`config.mk`:
```
export PLATFORM = sky130hd
export DESIGN_NAME = voice_allocator
export DESIGN_NICKNAME = d
export VERILOG_FILES = /design/src/rtl/synth_pkg.sv /design/src/rtl/voice_table.sv /design/src/rtl/voice_allocator.sv
export SDC_FILE = /design/constraint.sdc
export NUM_CORES = 1
export LEC_CHECK = 0
export BUFFER_PORTS_ARGS = -buffer_cell sky130_fd_sc_hd__buf_2
export CORE_MARGIN = 3
export CORE_UTILIZATION = 60
export DETAILED_ROUTE_END_ITERATION = 8
export PLACE_DENSITY_LB_ADDON = 0.05
export SYNTH_ARGS = -nofsm -noshare
export SYNTH_HDL_FRONTEND = slang
export SYNTH_SLANG_ARGS = --single-unit
```
`constraint.sdc`:
```
create_clock -name clk -period 5.8 [get_ports clk]
set_clock_uncertainty 0.2 [all_clocks]
set_input_delay 0 -clock clk [delete_from_list [all_inputs] [get_ports clk]]
set_output_delay 0 -clock clk [all_outputs]
set_load 0.05 [all_outputs]
```
`src/rtl/synth_pkg.sv`:
```
// Shared definitions for the voice allocator: command field layout, per-voice
// state encoding and allocator FSM encoding.
package synth_pkg;

  localparam int NUM_VOICES_DEF = 16;
  localparam int AGE_W_DEF      = 8;

  localparam int CMD_ON  = 15;
  localparam int NOTE_HI = 14;
  localparam int NOTE_LO = 8;
  localparam int VEL_HI  = 7;
  localparam int VEL_LO  = 0;

  typedef enum logic [1:0] {
    V_FREE      = 2'd0,
    V_HELD      = 2'd1,
    V_RELEASING = 2'd2
  } voice_state_e;

  typedef enum logic [1:0] {
    S_IDLE   = 2'd0,
    S_SCAN   = 2'd1,
    S_DECIDE = 2'd2,
    S_ISSUE  = 2'd3
  } fsm_state_e;

  // A note-on carrying velocity 0 behaves as a note-off.
  function automatic logic cmd_is_on(input logic [15:0] cmd);
    return cmd[CMD_ON] && (cmd[VEL_HI:VEL_LO] != 8'd0);
  endfunction

endpackage

```
`src/rtl/voice_table.sv`:
```
// Per-voice state/note/age storage with one scan read port and one allocation
// write port; an allocation to a voice wins over a same-cycle release-done.
module voice_table
  import synth_pkg::*;
#(
  parameter int NUM_VOICES = NUM_VOICES_DEF,
  parameter int AGE_W      = AGE_W_DEF,
  parameter int IDX_W      = (NUM_VOICES > 1) ? $clog2(NUM_VOICES) : 1
) (
  input  logic                  clk,
  input  logic                  n_rst,
  input  logic [IDX_W-1:0]      rd_idx,
  output logic [1:0]            rd_state,
  output logic [6:0]            rd_note,
  output logic [AGE_W-1:0]      rd_age,
  input  logic                  wr_en,
  input  logic [IDX_W-1:0]      wr_idx,
  input  logic                  wr_on,
  input  logic [6:0]            wr_note,
  input  logic                  done_valid,
  input  logic [3:0]            done_idx,
  output logic [NUM_VOICES-1:0] busy
);

  localparam logic [AGE_W-1:0] AGE_MAX = {AGE_W{1'b1}};

  voice_state_e     vstate [NUM_VOICES];
  logic [6:0]       vnote  [NUM_VOICES];
  logic [AGE_W-1:0] vage   [NUM_VOICES];

  always_ff @(posedge clk or negedge n_rst) begin
    if (!n_rst) begin
      for (int v = 0; v < NUM_VOICES; v++) begin
        vstate[v] <= V_FREE;
        vnote[v]  <= '0;
        vage[v]   <= '0;
      end
    end else begin
      for (int v = 0; v < NUM_VOICES; v++) begin
        if (wr_en && (wr_idx == IDX_W'(v))) begin
          if (wr_on) begin
            vstate[v] <= V_HELD;
            vnote[v]  <= wr_note;
            vage[v]   <= '0;
          end else begin
            vstate[v] <= V_RELEASING;
          end
        end else if (done_valid && (done_idx == 4'(v)) && (vstate[v] == V_RELEASING)) begin
          vstate[v] <= V_FREE;
          vage[v]   <= '0;
        end else if (wr_en && wr_on && (vstate[v] != V_FREE) && (vage[v] != AGE_MAX)) begin
          vage[v] <= vage[v] + AGE_W'(1);
        end
      end
    end
  end

  assign rd_state = vstate[rd_idx];
  assign rd_note  = vnote[rd_idx];
  assign rd_age   = vage[rd_idx];

  always_comb begin
    busy = '0;
    for (int v = 0; v < NUM_VOICES; v++) begin
      busy[v] = (vstate[v] != V_FREE);
    end
  end

endmodule

```
`src/rtl/voice_allocator.sv`:
```
// Maps host note commands onto generator banks: retrigger, free-voice reuse,
// and oldest-voice stealing, chosen by a sequential scan of the voice table.
//
// state  | meaning
// IDLE   | ready for a host command
// SCAN   | visit one voice per cycle, collect candidates
// DECIDE | pick target, update the voice table
// ISSUE  | present bank command until bank_manager accepts it
module voice_allocator
  import synth_pkg::*;
#(
  parameter int NUM_VOICES = NUM_VOICES_DEF,
  parameter int AGE_W      = AGE_W_DEF
) (
  input  logic        clk,
  input  logic        n_rst,
  input  logic        i_cmd_valid,
  input  logic [15:0] i_cmd,
  output logic        o_cmd_ready,
  output logic        o_bank_valid,
  output logic [3:0]  o_bank_idx,
  output logic [15:0] o_bank_cmd,
  input  logic        i_bank_ready,
  input  logic        i_voice_done,
  input  logic [3:0]  i_voice_done_idx,
  output logic [4:0]  o_active_count
);

  localparam int IDX_W = (NUM_VOICES > 1) ? $clog2(NUM_VOICES) : 1;

  fsm_state_e       state_q, state_d;
  logic [15:0]      cmd_q;
  logic [IDX_W-1:0] scan_idx_q;

  logic             match_vld_q, hmatch_vld_q, free_vld_q, rel_vld_q, held_vld_q;
  logic [IDX_W-1:0] match_idx_q, hmatch_idx_q, free_idx_q, rel_idx_q, held_idx_q;
  logic [AGE_W-1:0] rel_age_q, held_age_q;

  logic [1:0]            rd_state;
  logic [6:0]            rd_note;
  logic [AGE_W-1:0]      rd_age;
  logic [NUM_VOICES-1:0] busy;

  logic             cmd_on;
  logic [6:0]       cmd_note;
  logic             accept;
  logic             decide_hit;
  logic [IDX_W-1:0] target_idx;
  logic             wr_en;
  logic [4:0]       active_d;

  assign cmd_on   = cmd_is_on(cmd_q);
  assign cmd_note = cmd_q[NOTE_HI:NOTE_LO];
  assign accept   = (state_q == S_IDLE) && i_cmd_valid && o_cmd_ready;
  assign wr_en    = (state_q == S_DECIDE) && decide_hit;

  voice_table #(
    .NUM_VOICES (NUM_VOICES),
    .AGE_W      (AGE_W),
    .IDX_W      (IDX_W)
  ) u_voice_table (
    .clk        (clk),
    .n_rst      (n_rst),
    .rd_idx     (scan_idx_q),
    .rd_state   (rd_state),
    .rd_note    (rd_note),
    .rd_age     (rd_age),
    .wr_en      (wr_en),
    .wr_idx     (target_idx),
    .wr_on      (cmd_on),
    .wr_note    (cmd_note),
    .done_valid (i_voice_done),
    .done_idx   (i_voice_done_idx),
    .busy       (busy)
  );

  // Note-on priority: retrigger, free, oldest releasing, oldest held.
  always_comb begin
    decide_hit = 1'b0;
    target_idx = '0;
    if (cmd_on) begin
      decide_hit = 1'b1;
      if (match_vld_q)       target_idx = match_idx_q;
      else if (free_vld_q)   target_idx = free_idx_q;
      else if (rel_vld_q)    target_idx = rel_idx_q;
      else if (held_vld_q)   target_idx = held_idx_q;
      else                   decide_hit = 1'b0;
    end else if (hmatch_vld_q) begin
      decide_hit = 1'b1;
      target_idx = hmatch_idx_q;
    end
  end

  always_comb begin
    state_d = state_q;
    case (state_q)
      S_IDLE:   if (accept) state_d = S_SCAN;
      S_SCAN:   if (scan_idx_q == IDX_W'(NUM_VOICES - 1)) state_d = S_DECIDE;
      S_DECIDE: state_d = decide_hit ? S_ISSUE : S_IDLE;
      S_ISSUE:  if (i_bank_ready) state_d = S_IDLE;
      default:  state_d = S_IDLE;
    endcase
  end

  always_ff @(posedge clk or negedge n_rst) begin
    if (!n_rst) state_q <= S_IDLE;
    else        state_q <= state_d;
  end

  always_ff @(posedge clk or negedge n_rst) begin
    if (!n_rst) begin
      o_cmd_ready  <= 1'b0;
      o_bank_valid <= 1'b0;
      o_bank_idx   <= '0;
      o_bank_cmd   <= '0;
    end else begin
      o_cmd_ready  <= (state_d == S_IDLE);
      o_bank_valid <= (state_d == S_ISSUE);
      if (wr_en) begin
        o_bank_idx <= 4'(target_idx);
        o_bank_cmd <= {cmd_on, cmd_q[14:0]};
      end
    end
  end

  // Strict '>' on age keeps the lower index on ties since voices are visited in order.
  always_ff @(posedge clk or negedge n_rst) begin
    if (!n_rst) begin
      cmd_q        <= '0;
      scan_idx_q   <= '0;
      match_vld_q  <= 1'b0;
      hmatch_vld_q <= 1'b0;
      free_vld_q   <= 1'b0;
      rel_vld_q    <= 1'b0;
      held_vld_q   <= 1'b0;
      match_idx_q  <= '0;
      hmatch_idx_q <= '0;
      free_idx_q   <= '0;
      rel_idx_q    <= '0;
      held_idx_q   <= '0;
      rel_age_q    <= '0;
      held_age_q   <= '0;
    end else if (accept) begin
      cmd_q        <= i_cmd;
      scan_idx_q   <= '0;
      match_vld_q  <= 1'b0;
      hmatch_vld_q <= 1'b0;
      free_vld_q   <= 1'b0;
      rel_vld_q    <= 1'b0;
      held_vld_q   <= 1'b0;
    end else if (state_q == S_SCAN) begin
      scan_idx_q <= scan_idx_q + IDX_W'(1);
      if ((rd_state != V_FREE) && (rd_note == cmd_note) && !match_vld_q) begin
        match_vld_q <= 1'b1;
        match_idx_q <= scan_idx_q;
      end
      if ((rd_state == V_HELD) && (rd_note == cmd_note) && !hmatch_vld_q) begin
        hmatch_vld_q <= 1'b1;
        hmatch_idx_q <= scan_idx_q;
      end
      if ((rd_state == V_FREE) && !free_vld_q) begin
        free_vld_q <= 1'b1;
        free_idx_q <= scan_idx_q;
      end
      if ((rd_state == V_RELEASING) && (!rel_vld_q || (rd_age > rel_age_q))) begin
        rel_vld_q <= 1'b1;
        rel_idx_q <= scan_idx_q;
        rel_age_q <= rd_age;
      end
      if ((rd_state == V_HELD) && (!held_vld_q || (rd_age > held_age_q))) begin
        held_vld_q <= 1'b1;
        held_idx_q <= scan_idx_q;
        held_age_q <= rd_age;
      end
    end
  end

  always_comb begin
    active_d = '0;
    for (int v = 0; v < NUM_VOICES; v++) begin
      active_d = active_d + 5'(busy[v]);
    end
  end

  always_ff @(posedge clk or negedge n_rst) begin
    if (!n_rst) o_active_count <= '0;
    else        o_active_count <= active_d;
  end

endmodule
```
* Word-level counts from Yosys, hierarchy flattened
Cells that the tools add are included.
Cells by class: add/sub/neg operators 32, magnitude comparators 3, equality and inequality tests 86, mux-type cells 125, bitwise logic cells 2, reduce and logical (&&, ||, !) cells 202
Operators by type and width (count):
- $mux 8 | 51
- $add 8x1->8 const B | 16
- $ne 8x8->1 const B | 16
- $logic_and 1x1->1 | 92
- $mux 2 | 39
- $reduce_bool 2->1 | 39
- $reduce_and 2->1 | 37
- $eq 4x4->1 const B | 17
- $add 5x1->5 | 11
- $reduce_bool 3->1 | 16
- $eq 2x2->1 const B | 20
- $bmux 8 s4 | 1
- $eq 4x3->1 const B | 8
- $mux 4 | 8
- $ne 2x1->1 const B | 16
- $bmux 7 s4 | 1
- $mux 1 | 21
- $eq 4x2->1 const B | 4
- $gt 8x8->1 | 2
- $reduce_and 3->1 | 5
- $mux 7 | 2
- $bmux 2 s4 | 1
- $eq 4x1->1 const B | 2
- $logic_not 4->1 | 2
- other kinds (15) | 23
Storage, ports and cells: flip-flop bits (word level) 362, bits of input ports 25, output and inout port bits 27, word-level logic and storage cells 518

* Depth between registers and ports, before layout
Gate-level depths: netlist (run 1).
word-level depth 16, mapped depth 18, mapped depth without buffers 12

* Hierarchy
Synthesis (run 1) repeated with hierarchy kept, for this count alone.
Second synthesis, totals: cells, all modules 1720, area total of the unflattened synthesis 20054.2 um^2
By module, submodules not included:
- voice_table | instances 1, cells each 1346, area each 15501.1 um^2, sequential area each 6806.5 um^2
- voice_allocator | instances 1, cells each 374, area each 4553.1 um^2, sequential area each 2252.2 um^2

* Least setup slack after synthesis (run 1)
No wires, ideal clock.
path type register to register, from register scan_idx_q[0], to register rel_age_q[1], arrival 4.215 ns, data required time 5.475 ns, slack 1.261 ns, stages on the path, launching flop included 17, path buffers 6, clock period less this slack 4.539 ns, cells stage by stage dfrtp_1 > buf_4 > buf_4 > buf_4 > buf_2 > buf_2 > mux4_2 > mux4_2 > ha_1 > a21o_1 > a21o_1 > a21oi_1 > o21a_1 > o21ai_0 > nand3_1 > buf_2 > mux2_2
Between the ends: cells in the longest elaborated chain, start to end 8, elaborated cells between the ends (all ways) 12
Ends and longest elaborated chain:
- start: declaration | RTL line voice_allocator.sv:33 | logic [IDX_W-1:0] scan_idx_q;
- start signal: assignment | RTL line voice_allocator.sv:152 | scan_idx_q <= scan_idx_q + IDX_W'(1);
- $not 4->5 (not written as such) | RTL line voice_table.sv:60 | assign rd_age = vage[rd_idx];
- $bmux 8 s4 | RTL line voice_table.sv:60
- $mux 8 (not written as such) (2 in a row) | RTL line voice_table.sv:60
- net rd_age[5] | RTL line voice_allocator.sv:41 | logic [AGE_W-1:0] rd_age;
- $gt 8x8->1 | RTL line voice_allocator.sv:165 | if ((rd_state == V_RELEASING) && (!rel_vld_q || (rd_age > rel_age_q))) begin
- $logic_or 1x1->1 | RTL line voice_allocator.sv:165
- $logic_and 1x1->1 | RTL line voice_allocator.sv:165
- $reduce_and 3->1 (no source line)
- end signal: assignment | RTL line voice_allocator.sv:168 | rel_age_q <= rd_age;
- end: declaration | RTL line voice_allocator.sv:37 | logic [AGE_W-1:0] rel_age_q, held_age_q;
The timed path passes the listed nets, and every way through them passes these cells. The select of a mux whose other input is x is not followed. A chain may end at the register's enable or synchronous reset.

* Worst setup path after layout (run 1)
from register scan_idx_q[0], to register hmatch_idx_q[1]
Between the ends: cells in the longest elaborated chain, start to end 8, elaborated cells between the ends (all ways) 12
Ends and longest elaborated chain:
- $not 4->5 (not written as such) (*) | RTL line voice_table.sv:58, voice_table.sv:59
- $bmux 7 s4 / $bmux 2 s4 (equally long branches) | RTL line voice_table.sv:59, voice_table.sv:58
- $mux 7 (not written as such) / $mux 2 (equally long branches) (2 in a row) | RTL line voice_table.sv:59, voice_table.sv:58
- $eq 7x7->1 / $eq 2x1->1 (equally long branches) | RTL line voice_allocator.sv:157 | if ((rd_state == V_HELD) && (rd_note == cmd_note) && !hmatch_vld_q) begin
- $logic_and 1x1->1 (*) (2 in a row) | RTL line voice_allocator.sv:157
- $reduce_and 3->1 (no source line) (*)
- end signal: assignment | RTL line voice_allocator.sv:159 | hmatch_idx_q <= scan_idx_q;
- end: declaration | RTL line voice_allocator.sv:36 | logic [IDX_W-1:0] match_idx_q, hmatch_idx_q, free_idx_q, rel_idx_q, held_idx_q;
Mark *: on every way between the ends. The rest lies on a longest branch, timed or not. The select of a mux whose other input is x is not followed.

==> results of run 1 <==
-- path summary, 6_finish.rpt --
check | startpoint | to | slack, ns | cells after the start
max | scan_idx_q[0] | hmatch_idx_q[1] | 1.30 | 9
min | i_cmd[11] | cmd_q[11] | 0.03 | 4
max reg2reg | scan_idx_q[0] | hmatch_idx_q[1] | 1.30 | 9
min reg2reg | o_bank_cmd[9] | o_bank_cmd[9] | 0.27 | 2
max in group asynchronous | n_rst | u_voice_table.vnote[65] | 4.07 | 4
min in group asynchronous | n_rst | u_voice_table.vage[90] | 0.45 | 4
-- state kept, by name, summed over array words and instances, names as in the netlist, 4 cells and up --
signal                flops
u_voice_table.vstate     32
cmd_q                    16
held_idx_q                4
o_bank_idx                4
rel_age_q                 8
rel_idx_q                 4
scan_idx_q                4
held_age_q                8
free_idx_q                4
u_voice_table.vage      128
hmatch_idx_q              4
u_voice_table.vnote     112
o_bank_cmd               16
o_active_count            5
match_idx_q               4
-- per-layer routing --
metal  GRT usage  up-vias  share of wire
met2       0.496      552           0.47
met1       0.439     7333           0.42
met3      0.0456      132          0.065
met5           0        -              0
met4       0.123        0          0.040
li1            -     6520              -
-- where the power goes --
part	switching [mW]	total (mW)	leakage, nW	internal (mW)
sequential	0.526	3.34	4.84	2.82
combinational	1.57	2.65	4.73	1.08
clock	1.07	2.72	0.706	1.65
-- worst max-delay path: stages (launching register included) --
cell and delay (ns):
dfrtp_4 0.76, buf_4 0.70, mux4_2 0.60, a22o_1 0.25, a221oi_1 0.28, xnor2_1 0.15
a211oi_1 0.26, nand4_1 0.31, nor3_2 0.45, mux2_2 0.39
-- cells in the final DEF, fill, tap and decap left out, types with 11 or more instances in the layout --
cell type / instances
dfrtp_1: 359
nand2_1: 212
nor2_1: 149
mux2_2: 146
o21ai_0: 69
mux4_2: 68
nand3_1: 65
inv_1: 61
xor2_1: 55
buf_2: 50
a21oi_1: 42
clkbuf_16: 40
ha_1: 38
dlygate4sd3_1: 37
a21o_1: 36
and3_1: 35
nand4_1: 30
nor2b_1: 24
mux2i_1: 20
buf_4: 19
xnor2_1: 18
o31ai_1: 13
a22o_1: 13
a311oi_1: 12
nor3_1: 11
-- stage by stage --
stage | hold slack [ns] | instances | area, um^2 | utilization
floorplan | -0.496 | 1741 | 19200 | -
CTS | 0.00322 | 2257 | 21700 | 0.699
global placement | -0.199 | 2145 | 19900 | 0.640
finish | 0.0267 | 2257 | 21700 | 0.699
detailed placement | -0.198 | 2145 | 19900 | 0.640
global route | 0.0405 | 2257 | 21700 | 0.699
-- final cells by class --
cell class / instances / area share
multi-input cells: 1255 / 0.446
well taps: 396 / 0.0228
inverters: 61 / 0.0105
repair buffers: 109 / 0.0380
clock inverters: 21 / 0.0134
clock buffers: 53 / 0.0520
flip-flops and latches: 362 / 0.418
-- cells by family (layout without fill, tap and decap cells) --
group / count (synthesis) / after routing / synth area share
flip-flops: 362 / 362 / 0.471
XOR/XNOR: 73 / 73 / 0.0332
buffers and inverters: 124 / 244 / 0.0265
adder cells (fa/ha/maj): 48 / 48 / 0.0351
AO/OA/AOI/OAI: 269 / 269 / 0.0957
AND/OR/NAND/NOR: 631 / 631 / 0.163
multiplexers: 234 / 234 / 0.176
==> summary.txt, run 1 <==
Synthesis
  • Synth area leaders: dfrtp_1 47%, mux2_2 8.5%, mux4_2 8.0%, nand2_1 4.1%, nor2_1 2.9%
  • Yosys top cell by area: dfrtp_1
  • Count leader, synth: dfrtp_1
  • Ys flop type: dfrtp_1
  • Yosys warns: 0
  • Avg Cell Area, Syn: 11.0 um^2
  • Seq cells post-synth: 362
  • Gate Count Post-Synth: 1,741
  • Sequential element share of the synthesized area: 0.471
  • Post-synth cell types: 83
  • Share of the synthesized area in the top cell type: 0.471
  • Post-synth EDFFs: 0
  • Share of flip-flops with an asynchronous set or reset: 1.00
  • Post-synth top cells: 362 x dfrtp_1, 212 x nand2_1, 149 x nor2_1, 146 x mux2_2, 69 x o21ai_0
  • Mapped cell area: 19,200 um^2
  • Syn Nets: 1,814

Global route
  • Pin count of the biggest net entering global routing: 161
  • Initial antenna violation count: 0
  • Number of global-route vias before repair: 14,600
  • Global-route usage over all layers: 0.312
  • Remaining global-route overflow: 0
  • First-pass GRT wire length: 83.1 mm

Timing
  • Final period util: 0.776
  • Endpoints failing setup: 0
  • Fmax: 0.222 GHz
  • Slew Limit Fails: 0
  • Worst slew pin tran: 1.14 ns
  • RSZ-0062 raised after global routing: false
  • Setup TNS: 0 ns
  • Count of final hold-check violations: 0
  • Minimum clock period: 4.50 ns
  • Worst relative slew slack: 0.238
  • Final worst-path setup slack: 1.30 ns

Floorplan
  • Die area: 34,200 um^2
  • # rows: 64
  • Die Span X: 185 um
  • Ports: 52
  • Core area: 31,100 um^2
  • Vert. Die Dim: 185 um
  • Initial Util: 0.619

Clocking
  • CTS Buffer Depth: 3
  • CTS Hold Bufs: 38
  • H-tree levels: 2
  • CTS clk-pin slew, worst paths: 0.06 ns
  • Sink Count: 362
  • Total CTS buffers: 40
  • Worst-Skew Late Latency: 0.55 ns
  • Post-CTS Setup Bufs: 0
  • Post-CTS sizing: 0
  • CTS tree: yes
  • Clock root buffer: clkbuf_16

Power and ir drop
  • PwrDens: 401 nW/um^2
  • Leakage: 10.3 nW
  • Power, Total: 8.71 mW
  • Worst IR Drop VDD: 0.296 mV

Cells and area
  • Register Area: 9060 um^2
  • Fill count: 2,308
  • Syn-to-layout area delta: 12.9%
  • Area of the multi-input gates: 9670 um^2
  • # diodes: 0
  • Nets@finish: 1,902
  • Share of cells above drive strength 1: 0.215

Status
  • Status: finished, final reports clean

Drt
  • Vias: 14,500
  • Number of nets still failing antenna checks after routing: 0
  • 1st-iter DRT viols: 1,278
  • Post-route DRC violation count: 0
  • Drt via density: 6.44
  • TritonRoute pass-1 iters: 5
  • DRT Wirelength: 52.2 mm
  • Routed wire per std cell: 23.1 um

Setup path
  • Setup crit start kind: flop
  • Req. time, crit path: 6.02 ns
  • Worst endpoint data arrival time: 4.72 ns
  • Crit. End Element: flop
  • Critical path class: flop to flop
  • Worst-path fanout max: 42

Placement
  • Final HPWL DP: 36.5 mm
  • Number of buffers added on ports: 51
  • Pre-CTS setup slack: 1.32 ns
  • Routability congestion estimate from global placement: 0.945

Job
  • Total of max-cap violations: 0

Worst hold path
  • Min-Delay Path Class: input port to flop
Power figures use the tool's default switching activity.
==> run 2: changes to the inputs <==
--- a/config.mk
+++ b/config.mk
@@ -5,6 +5,7 @@
 export SDC_FILE = /design/constraint.sdc
 export NUM_CORES = 1
 export LEC_CHECK = 0
+export ABC_AREA = 1
 export BUFFER_PORTS_ARGS = -buffer_cell sky130_fd_sc_hd__buf_2
 export CORE_MARGIN = 3
 export CORE_UTILIZATION = 60
==> constraint.sdc (replaced) <==
create_clock -name clk -period 4.65 [get_ports clk]
set_clock_uncertainty 0.2 [all_clocks]
set_input_delay 0 -clock clk [delete_from_list [all_inputs] [get_ports clk]]
set_output_delay 0 -clock clk [all_outputs]
set_load 0.05 [all_outputs]
==> run 2 against run 1 <==
Via count grew 39%. Combinational power grew 130%. Cell count grew 54%. Fmax grew 12%. Hold slack gained 0.0021 ns. Area after synthesis grew 11%. Global-route usage grew 1.8 points. Clock-buffer cell count grew 7. First-iteration DRC count grew 60%. Clock power grew 32%. Utilization shrank 1.6 points. Synthesized cell count grew 69%. Largest cell class unchanged.
==> summary.txt, run 2 <==
Floorplan
  • Die Span X: 194 um (+5.0%)
  • Initial Util: 0.612 (-0.00673)
  • Vert. Die Dim: 194 um (+5.0%)
  • # rows: 68 (+6.3%)
  • Ports: 52 (unchanged)
  • Die area: 37,700 um^2 (+10%)
  • Core area: 34,700 um^2 (+12%)

Clocking
  • Total CTS buffers: 42 (+5.0%)
  • Clock root buffer: clkbuf_16
  • CTS Buffer Depth: 3 (unchanged)
  • CTS tree: yes
  • Worst-Skew Late Latency: 0.58 ns (+0.03 ns)
  • H-tree levels: 2 (unchanged)
  • Post-CTS Setup Bufs: 0 (unchanged)
  • CTS clk-pin slew, worst paths: 0.06 ns (about the same)
  • Sink Count: 362 (unchanged)

Cells and area
  • Top Registers: u_voice_table.vage (128), u_voice_table.vnote (112), u_voice_table.vstate (32)
  • Nets@finish: 3,061 (+61%)
  • Post-Layout Cell Count: 3,472 (+54%)
  • Share of cells above drive strength 1: 0.0862 (-0.129)
  • Area of the multi-input gates: 10,500 um^2 (+8.8%)
  • Syn-to-layout area delta: 11.5%
  • # diodes: 0 (unchanged)
  • Post-layout instance area: 23,700 um^2 (+9.1%)
  • Fill count: 2,973 (+29%)
  • Leading cell type in the layout, fill and taps excluded: nand2_1
  • Reg with most FFs: u_voice_table.vage
  • Most frequent cells in the layout: 855 x nand2_1, 360 x dfrtp_1, 339 x nand3_1, 292 x inv_1, 224 x nor2_1
  • Util after Layout: 0.683 (-0.0161)
  • Register Area: 9060 um^2 (about the same)
  • Largest register FFs: 128 (unchanged)

Timing
  • Setup TNS: 0 ns (unchanged)
  • Worst relative slew slack: 0.178 (-0.0599)
  • Count of final hold-check violations: 0 (unchanged)
  • Endpoints failing setup: 0 (unchanged)
  • Worst slew pin tran: 1.23 ns (+0.0885 ns)
  • Hold Slack: 0.0288 ns (+0.00212 ns)
  • Slew Limit Fails: 0 (unchanged)
  • Fmax: 0.249 GHz (+12%)
  • Final period util: 0.863 (+0.0871)
  • RSZ-0062 raised after global routing: false
  • Final worst-path setup slack: 0.637 ns (-0.663 ns)
  • Minimum clock period: 4.01 ns (-0.487 ns)

Placement
  • Routability congestion estimate from global placement: 0.961 (+1.7%)
  • Number of buffers added on ports: 51 (unchanged)
  • Final HPWL DP: 42.4 mm (+16%)
  • Pre-CTS setup slack: 0.712 ns (-0.606 ns)
  • # placed instances: 3,358 (+57%)
  • Placed Instance Area: 21,800 um^2 (+9.5%)

Setup path
  • Crit. End Element: flop
  • Cell Chain, Critical Path: clkinv_2 -> buf_4 -> o21ai_0 -> nand3_1 -> a311oi_1 -> ha_1 -> nand3_1 -> o21ai_0 -> a21oi_2 -> inv_2 -> nand2_1 -> o21ai_0
  • Req. time, crit path: 4.87 ns (-1.15 ns)
  • Worst path slowest cell: a311oi_1
  • Most used cell, CP: o21ai_0
  • Crit-path leading delay family: compound AO/OA/AOI/OAI gates
  • CP max stage delay: 0.73 ns (-0.03 ns)
  • Worst-path fanout max: 27 (-36%)
  • Worst endpoint data arrival time: 4.23 ns (-0.49 ns)
  • Buf+Inv Stages, Crit Path: 3 (+2)
  • Setup crit start kind: flop
  • Critical path class: flop to flop

Drt
  • Post-route DRC violation count: 0 (unchanged)
  • TritonRoute pass-1 iters: 6 (+1)
  • Number of nets still failing antenna checks after routing: 0 (unchanged)
  • Drt via density: 5.83 (-9.4%)
  • DRT Wirelength: 62.4 mm (+20%)
  • Vias: 20,300 (+39%)
  • 1st-iter DRT viols: 2,049 (+60%)
  • Routed wire per std cell: 18.0 um (-22%)

Power and ir drop
  • Register share of total power: 0.313 (-0.071)
  • Comb pwr share: 0.433 (+0.129)
  • Worst IR Drop VDD: 0.521 mV (+76%)
  • Power, Total: 14.0 mW (+61%)
  • Power share of the clock group: 0.255 (-0.057)
  • Net Sw Frac: 0.439 (+0.0764)
  • Int Power: 7.87 mW (+42%)
  • Switching Power: 6.16 mW (+95%)
  • Leakage: 11.9 nW (+16%)
  • PwrDens: 592 nW/um^2 (+48%)

Global route
  • Grt met1 use: 0.459 (+0.0209)
  • Number of global-route vias before repair: 19,400 (+33%)
  • GRT busiest layer: met2
  • First-pass GRT wire length: 102 mm (+22%)
  • M2 GR Usage: 0.526 (+0.0295)
  • Initial antenna violation count: 0 (unchanged)
  • Pin count of the biggest net entering global routing: 107 (-34%)
  • Met3 Usage GRT: 0.0520 (+0.00639)
  • Remaining global-route overflow: 0 (unchanged)
  • Global-route usage over all layers: 0.330 (+0.0178)

Synthesis
  • Post-synth cell types: 47 (-43%)
  • Gate Count Post-Synth: 2,943 (+69%)
  • Yosys top cell by area: dfrtp_1
  • Syn Nets: 3,016 (+66%)
  • Ys flop type: dfrtp_1
  • Sequential element share of the synthesized area: 0.426 (-0.0448)
  • Share of the synthesized area in the top cell type: 0.426 (-0.0448)
  • Mapped cell area: 21,300 um^2 (+11%)
  • Seq cells post-synth: 362 (unchanged)
  • Count leader, synth: nand2_1
  • Post-synth EDFFs: 0 (unchanged)
  • Synth area leaders: dfrtp_1 43%, nand2_1 15%, nand3_1 8.0%, inv_1 5.2%, o21ai_0 4.9%
  • Post-synth top cells: 855 x nand2_1, 362 x dfrtp_1, 339 x nand3_1, 292 x inv_1, 224 x nor2_1
  • Yosys warns: 0 (unchanged)
  • Avg Cell Area, Syn: 7.22 um^2 (-35%)
  • Share of flip-flops with an asynchronous set or reset: 1.00 (unchanged)

Worst hold path
  • Min-Delay Path Class: input port to flop

Job
  • Total of max-cap violations: 0 (unchanged)

Status
  • Status: finished, final reports clean
## run 2: final timing paths
path                                start                endpoint  slack [ns]  cells past startpoint
max in group asynchronous           n_rst           o_bank_cmd[1]        3.10                      4
setup / recovery            scan_idx_q[0]           held_age_q[0]        0.64                     12
hold reg to reg            match_idx_q[1]          match_idx_q[1]        0.27                      2
min in group asynchronous           n_rst  u_voice_table.vage[74]        0.45                      4
hold / removal                  i_cmd[11]               cmd_q[11]        0.03                      4
setup reg to reg            scan_idx_q[0]           held_age_q[0]        0.64                     12
## run 2: tightest hold or removal path: cells and delay by family
family	cells	cell delay (ns)
buffers and inverters	2	0.62
AO/OA/AOI/OAI	1	0.08
AND/OR/NAND/NOR	1	0.05
## run 2: final cells by class
type / count / area share
Sequential cell: 362 / 0.383
Clock inverter: 13 / 0.0106
Tap cell: 455 / 0.0240
Timing Repair Buffer: 118 / 0.0391
Multi-Input combinational cell: 2164 / 0.444
Inverter: 300 / 0.0477
Clock buffer: 60 / 0.0519
## run 2: metal layers
layer / part of all wire / routed length [um]
met4: 0.036 / 2260
met3: 0.078 / 4860
met1: 0.43 / 26800
met5: 0 / 0
met2: 0.46 / 28500
## run 2: logic make-up (layout without fill, tap and decap cells)
family / after synthesis / in the layout / share of synthesized area
buf+inv: 417 / 491 / 0.0789
fa+ha+maj: 48 / 48 / 0.0318
simple gates: 1615 / 1615 / 0.334
flops: 362 / 362 / 0.426
xor+xnor: 34 / 34 / 0.0140
compound gates: 467 / 467 / 0.115
## run 2: timing repair
action / 4_1_cts / 5_1_grt
hold buffers: 41 / 0
hold endpoints to repair: 347 / 0
gates resized for setup: 0 / 0
## run 2: power by group through the flow
stage               Clock, mW  Sequential (mW)  Combinational (mW)
floorplan                   0             4.65                4.00
global placement            0             4.39                5.76
detailed placement          0             4.41                5.90
CTS                      3.62             4.37                5.96
global route             3.75             4.46                6.75
finish                   3.58             4.39                6.07
==> run 3: changes to the inputs <==
--- a/config.mk
+++ b/config.mk
@@ -5,8 +5,8 @@
 export SDC_FILE = /design/constraint.sdc
 export NUM_CORES = 1
 export LEC_CHECK = 0
-export ABC_AREA = 1
 export BUFFER_PORTS_ARGS = -buffer_cell sky130_fd_sc_hd__buf_2
+export CORE_ASPECT_RATIO = 0.5
 export CORE_MARGIN = 3
 export CORE_UTILIZATION = 60
 export DETAILED_ROUTE_END_ITERATION = 8
==> run 3 against run 2 <==
Sequential power decreased by 5.2%. Via count decreased by 26%. Global-route usage decreased by 0.25 points. Utilization increased by 2.0 points. Critical path depth decreased by 1. Sequential share of layout area increased by 3.5 points. Cell count decreased by 34%. Clock power decreased by 14%. Largest power group is now registers.
==> summary.txt, run 3 (synthesized netlist as in run 1, its figures left out) <==
Status
  • Status: finished, final reports clean

Worst hold path
  • Min-Delay Path Class: input port to flop
  • Hold Path Origin: i_cmd[6]
  • Worst hold path depth: 4 (unchanged)

Setup path
  • R2R Path End: held_age_q[4]
  • Buf+Inv Stages, Crit Path: 1 (-2)
  • CP max stage delay: 0.77 ns (+0.04 ns)
  • Crit Reg-Reg Startpoint: scan_idx_q[0]
  • Crit-path leading delay family: multiplexers
  • Worst R2R Setup Slack: 0.39 ns (-0.24 ns)
  • Setup crit start kind: flop
  • Crit. End Element: flop
  • Most used cell, CP: a21o_1
  • Crit path from: scan_idx_q[0]
  • Critical path class: flop to flop
  • Cells on worst reg2reg path: 11 (-1)
  • Cell Chain, Critical Path: buf_4 -> mux4_2 -> mux4_2 -> ha_1 -> a21o_1 -> a21o_1 -> a21oi_1 -> o21ai_0 -> o21ai_0 -> a21o_1 -> mux2_2
  • Worst Setup EP: held_age_q[4]
  • Req. time, crit path: 4.86 ns (about the same)
  • Worst endpoint data arrival time: 4.47 ns (+0.24 ns)
  • Cell depth of the worst setup path: 11 (-1)
  • Worst-path fanout max: 30 (+11%)
  • Worst path slowest cell: dfrtp_4

Power and ir drop
  • Worst IR Drop VDD: 0.307 mV (-41%)
  • Comb pwr share: 0.319 (-0.114)
  • PwrDens: 490 nW/um^2 (-17%)
  • Power share of the clock group: 0.290 (+0.035)
  • Leakage: 10.3 nW (-14%)
  • Net Sw Frac: 0.370 (-0.0692)
  • Power, Total: 10.6 mW (-24%)
  • Int Power: 6.71 mW (-15%)
  • Register share of total power: 0.391 (+0.078)
  • Switching Power: 3.94 mW (-36%)

Floorplan
  • Die Span X: 259 um (+33%)
  • Ports: 52 (unchanged)
  • Core area: 30,900 um^2 (-11%)
  • Vert. Die Dim: 133 um (-32%)
  • Die area: 34,400 um^2 (-8.9%)
  • # rows: 45 (-34%)
  • Initial Util: 0.622 (+0.00991)

Cells and area
  • Reg with most FFs: u_voice_table.vage
  • Share of cells above drive strength 1: 0.221 (+0.134)
  • Top Registers: u_voice_table.vage (128), u_voice_table.vnote (112), u_voice_table.vstate (32)
  • Nets@finish: 1,916 (-37%)
  • Syn-to-layout area delta: 12.8%
  • Fill count: 2,220 (-25%)
  • Largest register FFs: 128 (unchanged)
  • Leading cell type in the layout, fill and taps excluded: dfrtp_1
  • Most frequent cells in the layout: 359 x dfrtp_1, 212 x nand2_1, 149 x nor2_1, 146 x mux2_2, 69 x o21ai_0
  • # diodes: 0 (unchanged)

Timing
  • Worst slew pin tran: 1.10 ns (-0.137 ns)
  • Slew Limit Fails: 0 (unchanged)
  • Final period util: 0.915 (+0.0524)
  • Endpoints failing setup: 0 (unchanged)
  • Fmax: 0.235 GHz (-5.7%)
  • Worst relative slew slack: 0.265 (+0.0872)
  • RSZ-0062 raised after global routing: false
  • Count of final hold-check violations: 0 (unchanged)
  • Minimum clock period: 4.26 ns (+0.244 ns)
  • Final worst-path setup slack: 0.394 ns (-0.244 ns)
  • Setup TNS: 0 ns (unchanged)

Global route
  • Initial antenna violation count: 1 (+1)
  • Remaining global-route overflow: 0 (unchanged)
  • First-pass GRT wire length: 87.1 mm (-14%)
  • Number of global-route vias before repair: 15,000 (-23%)
  • Global-route usage over all layers: 0.327 (-0.00251)
  • Pin count of the biggest net entering global routing: 106 (-0.93%)

Drt
  • DRT Wirelength: 55.0 mm (-12%)
  • Routed wire per std cell: 24.0 um (+34%)
  • Vias: 15,000 (-26%)
  • TritonRoute pass-1 iters: 7 (+1)
  • Number of nets still failing antenna checks after routing: 0 (unchanged)
  • Drt via density: 6.54 (+12%)
  • Post-route DRC violation count: 0 (unchanged)
  • 1st-iter DRT viols: 1,712 (-16%)

Clocking
  • CTS tree: yes
  • CTS Buffer Depth: 3 (unchanged)
  • Worst-Skew Late Latency: 0.55 ns (-0.03 ns)
  • Post-CTS Setup Bufs: 0 (unchanged)
  • Total CTS buffers: 34 (-19%)
  • Clock root buffer: clkbuf_16
  • H-tree levels: 2 (unchanged)
  • Sink Count: 362 (unchanged)
  • CTS clk-pin slew, worst paths: 0.07 ns (about the same)

Placement
  • Routability congestion estimate from global placement: 0.988 (+2.8%)
  • Pre-CTS setup slack: 0.455 ns (-0.257 ns)
  • Final HPWL DP: 39.4 mm (-7.0%)
  • Number of buffers added on ports: 51 (unchanged)

Job
  • Total of max-cap violations: 0 (unchanged)
[run 3: tightest hold or removal path: cells and delay by family]
family        cells  cell delay [ns]
buf+inv           2             0.61
simple gates      2             0.09
[run 3: worst min path at each step]
stage	to	slack (ns)
after CTS	cmd_q[6]	0.003
after floorplan	cmd_q[0]	-0.50
after global placement	u_voice_table.vage[116]	-0.08
after global routing	cmd_q[13]	0.04
after detailed placement	u_voice_table.vage[115]	-0.07
final	cmd_q[6]	0.01
[run 3: cell type report]
type | instances | area [um^2] | area share
clock inverter | 15 | 250 | 0.0115
clock buffer | 46 | 976 | 0.0450
timing repair buffer | 129 | 983 | 0.0453
inverter | 61 | 229 | 0.0105
sequential | 362 | 9060 | 0.418
tap | 423 | 529 | 0.0244
multi-input combinational | 1255 | 9670 | 0.446
[run 3: per-layer routing]
| metal | part of all wire | vias up | global-route usage |
|---|---|---|---|
| met5 | 0.00024 | - | 0 |
| met4 | 0.027 | 2 | 0.0861 |
| met3 | 0.096 | 140 | 0.0817 |
| met2 | 0.44 | 676 | 0.495 |
| met1 | 0.43 | 7649 | 0.477 |
| li1 | - | 6523 | - |
[run 3: power by group through the flow]
stage | Clock (mW) | Sequential, mW | Combinational (mW)
5_1_grt | 3.26 | 4.23 | 3.67
2_1_floorplan | 0 | 4.00 | 2.43
4_1_cts | 3.13 | 4.14 | 3.36
3_5_place_dp | 0 | 4.20 | 3.31
3_3_place_gp | 0 | 4.18 | 3.25
6_report | 3.09 | 4.16 | 3.39
[run 3: per-stage QoR]
stage,utilization,hold slack (ns),instances,instance area [um^2]
floorplan,-,-0.496,1741,19200
global placement,0.651,-0.0835,2196,20100
detailed placement,0.651,-0.0679,2196,20100
CTS,0.702,0.00299,2291,21700
global route,0.702,0.0378,2291,21700
finish,0.702,0.00993,2291,21700
[run 3: what timing repair did]
| action | 4_1_cts | 5_1_grt |
|---|---|---|
| endpoints found under the setup margin | 0 | 0 |
| resized for setup | 0 | 0 |
| hold buffers | 34 | 0 |
| hold endpoints to repair | 148 | 0 |
